==> config.mk <==
export PLATFORM = sky130hd
export DESIGN_NAME = ccr_unit
export DESIGN_NICKNAME = d
export VERILOG_FILES = /design/src/rtl/cpu_pkg.sv /design/src/rtl/ccr_shadow_stack.sv /design/src/rtl/ccr_unit.sv
export SDC_FILE = /design/constraint.sdc
export NUM_CORES = 1
export LEC_CHECK = 0
export CAP_MARGIN = 20
export CORE_AREA = 2 2 68 70
export DETAILED_ROUTE_END_ITERATION = 10
export DIE_AREA = 0 0 70 72
export GPL_ROUTABILITY_DRIVEN = 0
export HOLD_SLACK_MARGIN = 0.12
export PLACE_DENSITY = 0.52
export SYNTH_ARGS = -nofsm -noshare
export SYNTH_HDL_FRONTEND = slang
export SYNTH_SLANG_ARGS = --single-unit
==> constraint.sdc <==
create_clock -name clk -period 2.63 [get_ports clk]
set_input_delay 0.3945 -clock clk [delete_from_list [all_inputs] [get_ports clk]]
set_output_delay 0.3945 -clock clk [all_outputs]
set_load 0.05 [all_outputs]
==> src/rtl/cpu_pkg.sv <==
// cpu_pkg: flag indices, branch encodings and ALU op codes shared across the execute stage
package cpu_pkg;
    localparam int FLAG_Z = 0;
    localparam int FLAG_N = 1;
    localparam int FLAG_C = 2;
    localparam int FLAG_V = 3;
    localparam logic [2:0] BR_NONE = 3'd0;
    localparam logic [2:0] BR_JZ   = 3'd1;
    localparam logic [2:0] BR_JN   = 3'd2;
    localparam logic [2:0] BR_JC   = 3'd3;
    localparam logic [2:0] BR_JV   = 3'd4;
    localparam logic [2:0] BR_JMP  = 3'd5;
    typedef logic [3:0] flags_t;
    typedef enum logic [3:0] {
        ALU_ADD, ALU_ADC, ALU_SUB, ALU_SBC, ALU_AND, ALU_OR,
        ALU_XOR, ALU_RLC, ALU_RRC, ALU_PASS
    } alu_op_e;
endpackage

==> src/rtl/ccr_shadow_stack.sv <==
// ccr_shadow_stack: saturating LIFO of flag snapshots with sticky misuse detection
module ccr_shadow_stack
    import cpu_pkg::*;
#(
    parameter int SHADOW_DEPTH = 2,
    parameter int PTR_W = 2
) (
    input  logic   clk,
    input  logic   reset,
    input  logic   en,
    input  logic   push,
    input  logic   pop,
    input  flags_t push_data,
    output flags_t pop_data,
    output logic   pop_valid,
    output logic   empty,
    output logic   full,
    output logic   err
);
    logic [PTR_W-1:0] ptr_q, ptr_d;
    flags_t mem_q [0:(1<<PTR_W)-1];
    logic err_q, err_d, do_push;

    assign empty     = ptr_q == '0;
    assign full      = ptr_q == PTR_W'(SHADOW_DEPTH);
    assign do_push   = en & push & ~pop & ~full;
    assign pop_valid = en & pop & ~push & ~empty;
    assign pop_data  = mem_q[ptr_q - PTR_W'(1)];
    assign ptr_d     = do_push ? ptr_q + PTR_W'(1) : pop_valid ? ptr_q - PTR_W'(1) : ptr_q;
    assign err_d     = err_q | (en & ((push & pop) | (push & full) | (pop & empty)));
    assign err       = err_q;

    // pointer, snapshot storage and sticky error; overflowing pushes are dropped
    always_ff @(posedge clk or posedge reset) begin
        if (reset) begin
            ptr_q <= '0;
            err_q <= 1'b0;
            for (int i = 0; i < (1 << PTR_W); i++) mem_q[i] <= '0;
        end else begin
            ptr_q <= ptr_d;
            err_q <= err_d;
            if (do_push) mem_q[ptr_q] <= push_data;
        end
    end
endmodule

==> src/rtl/ccr_unit.sv <==
// ccr_unit: condition-code register with branch evaluation and interrupt flag shadowing
// Build option CCR_FWD_EN: branch and carry_in see this cycle's ALU flags instead of the registered ones.
module ccr_unit
    import cpu_pkg::*;
#(
    parameter int SHADOW_DEPTH = 2,
    parameter int PTR_W = 2
) (
    input  logic       clk,
    input  logic       reset,
    input  logic       alu_zero,
    input  logic       alu_neg,
    input  logic       alu_cout,
    input  logic       alu_overflow,
    input  logic       ex_valid,
    input  logic       stall,
    input  logic [3:0] upd_mask,
    input  logic [2:0] br_cond,
    input  logic       int_save,
    input  logic       rti_restore,
    output logic [3:0] ccr,
    output logic       carry_in,
    output logic       br_taken,
    output logic       shadow_empty,
    output logic       shadow_full,
    output logic       ccr_err
);
    flags_t ccr_q, ccr_d, alu_f, wr, upd, f, clr, ccr_next, pop_data;
    logic en, hit, pop_valid;

    assign en    = ~stall;
    assign alu_f = {alu_overflow, alu_cout, alu_neg, alu_zero};
    assign wr    = ex_valid ? upd_mask : '0;
    assign upd   = (wr & alu_f) | (~wr & ccr_q);
`ifdef CCR_FWD_EN
    assign f = upd;
`else
    assign f = ccr_q;
`endif
    assign hit = (br_cond == BR_JMP) | ((br_cond == BR_JZ) & f[FLAG_Z]) |
                 ((br_cond == BR_JN) & f[FLAG_N]) | ((br_cond == BR_JC) & f[FLAG_C]) |
                 ((br_cond == BR_JV) & f[FLAG_V]);
    assign br_taken = ex_valid & hit;
    assign clr = {4{br_taken}} & {br_cond == BR_JV, br_cond == BR_JC, br_cond == BR_JN, br_cond == BR_JZ};
    // a same-cycle ALU write to the tested flag beats the branch consume
    assign ccr_next = upd & ~(clr & ~wr);
    assign ccr_d    = pop_valid ? pop_data : ccr_next;
    assign ccr      = ccr_q;
    assign carry_in = f[FLAG_C];

    ccr_shadow_stack #(.SHADOW_DEPTH(SHADOW_DEPTH), .PTR_W(PTR_W)) u_stack (
        .clk(clk), .reset(reset), .en(en), .push(int_save), .pop(rti_restore),
        .push_data(ccr_next), .pop_data(pop_data), .pop_valid(pop_valid),
        .empty(shadow_empty), .full(shadow_full), .err(ccr_err)
    );

    // flag register; stall freezes it, a valid RTI overrides the normal update
    always_ff @(posedge clk or posedge reset) begin
        if (reset) ccr_q <= '0;
        else if (en) ccr_q <= ccr_d;
    end
endmodule

==> results.txt <==
Clk_lat worst skew: 0.26 ns
Nets: 153
HP Class: reg2reg
# DRC: 0
CTS Buf Count: 3
Post-CTS sizing: 0
Clock tree buffer depth: 2
H-Tree Depth: 1
Fill count: 438
Seq/Total Area, Yosys: 45.6%
Die W: 70 um
Via density: 5.01
Synth area leader: dfrtp_1
Fin crit share: 92.4%
IO Count: 26
Crit path time final: 2.43 ns
Largest net degree at the start of global routing: 24
Fin. max-slew vios: 0
Routed wire length: 2.76 mm
Arr. time, crit path: 2.03 ns
CORE AREA: 4260 um^2
Worst setup EP type: primary output
Antenna violations before repair: 0
Initial drt markers: 33
Most common cell in the netlist: dfrtp_1
Layout area overhead: 28.3%
Routed Antenna Nets: 0
WP data required: 2.24 ns
Clk sinks: 23
Pre-CTS WS: 0.309 ns
Die height: 72 um
CTS tree: done
HPWL Detailed: 2.14 mm
Multi-input combinational cell area: 619 um^2
Global-route wire length before repair: 4.76 mm
Clock transition at the registers of the reported paths: 0.08 ns
Global Route Usage Sum: 11.7%
FF+latch area: 576 um^2
Share of the synthesized area in the top cell type: 45.6%
RSZ-0062 raised after global routing: false
Power Dens Cells: 989 nW/um^2
Worst setup margin: 0.201 ns
Cell variety after synth: 31
Syn_area_per_cell: 11.8 um^2
Outcome: completed
Hold Vio Cnt, Final: 0
Root Driver: clkbuf_8
Ys flop type: dfrtp_1
Leakage power: 0.000674 uW
Global route overflow: 0
Crit path launch type: flop
Fmax: 412 MHz
Number of synthesized flops with an enable pin: 0
Final Setup Violations: 0
Critical path class: reg2out
Tightest Pin Transition: 0.875 ns
Clk_skew: 0.00374 ns
Die area: 5040 um^2
Share of layout cells above drive strength 1: 22.9%
Number of synthesis warnings: 0
Worst-path maximum fanout: 7
Drt pass-1 iters: 4
Max-Cap Viols: 0
Vias: 917
Routed len/inst: 15.1 um
Synth Instances: 107
Starting Density: 29.6%
Relative slew slack: 41.6%
Top cells by count, synth: dfrtp_1 (23), mux2_2 (12), inv_1 (8)
FP Rows: 24
Port Buf Inserts: 25
CTS Hold Bufs: 0
Mapped Area: 1260 um^2
Setup TNS: 0 ns
#FFs+latches synth: 23
Async S/R FF share, synth: 100%
Post-synthesis net count: 128
Max IR drop VDD: 0.416 mV
Top cells by area, synth: dfrtp_1 (46%), mux2_2 (11%), mux4_2 (7.1%)
# Post-CTS Setup Buffers: 0
Diodes inserted: 0
Vias in the first global route: 970
R2R setup slack: 0.30 ns
kinds of logic (layout without fill, tap and decap cells):
logic type / after synthesis / count (layout) / synth area share, %
AO/OA/AOI/OAI: 15 / 15 / 9.92
XOR/XNOR: 1 / 1 / 0.695
adder cells (fa/ha/maj): 4 / 4 / 3.97
buffers and inverters: 16 / 40 / 5.26
flip-flops: 23 / 23 / 45.6
multiplexers: 17 / 17 / 18.7
AND/OR/NAND/NOR: 31 / 31 / 15.9
stage by stage:
step | cell area [um^2] | total power [uW] | hold slack [ns] | instances | util (%)
CTS | 1620 | 1620 | 0.386 | 183 | 37.9
detailed placement | 1570 | 1400 | 0.365 | 179 | 36.9
global route | 1620 | 1710 | 0.393 | 183 | 37.9
global placement | 1570 | 1380 | 0.371 | 179 | 36.9
floorplan | 1260 | 1150 | 0.396 | 107 | -
finish | 1620 | 1600 | 0.383 | 183 | 37.9
layout make-up:
class                      count  area share, %
sequential                    23           35.6
multi-input combinational     68           38.3
clock buffer                   4           2.78
tap                           52           4.02
timing repair buffer          28           17.5
inverter                       8           1.86
worst max-delay path, cell delays in order, from the launching register on:
cell	delay, ns
dfrtp_1	0.51
inv_1	0.17
ha_1	0.26
clkdlybuf4s50_1	0.83
path summary, 6_finish.rpt:
check / startpoint / endpoint / cells past startpoint
setup / recovery: u_stack.ptr_q[0] / shadow_empty / 3
hold / removal: u_stack.mem_q[5] / u_stack.mem_q[5] / 0
setup reg to reg: u_stack.ptr_q[0] / ccr[2] / 5
hold reg to reg: u_stack.mem_q[5] / u_stack.mem_q[5] / 0
max in group asynchronous: reset / u_stack.mem_q[1] / 2
min in group asynchronous: reset / u_stack.mem_q[10] / 2
state kept, by name, indices dropped and copies added (netlist names):
name,flops
ccr,4
u_stack.err,1
u_stack.mem_q,16
u_stack.ptr_q,2
per-layer routing:
layer / vias to the layer above / GRT usage, % / wire length, um
li1: 445 / - / -
met1: 443 / 14.8 / 1260
met2: 25 / 20.1 / 1340
met3: 4 / 3.06 / 142
met4: 0 / 3.21 / 29
met5: - / 0 / 0
layout by cell type, fill, tap and decap left out, drive strengths merged, types with 2 or more instances in the layout:
master / n
buf: 4
clkdlybuf4s50: 24
or3: 4
clkbuf: 4
dfrtp: 23
mux2: 12
nor4b: 2
ha: 4
nand2b: 4
nand2: 5
nand3: 4
a21oi: 2
o311ai: 4
o21ai: 2
o221a: 4
inv: 8
mux4: 4
or3b: 2
nor3b: 5
where the power goes:
group / switching, uW / total [uW] / internal [uW]
sequential: 102 / 583 / 481
clock: 109 / 217 / 108
combinational: 407 / 800 / 393
No activity file was read; power rests on OpenSTA's default activity.
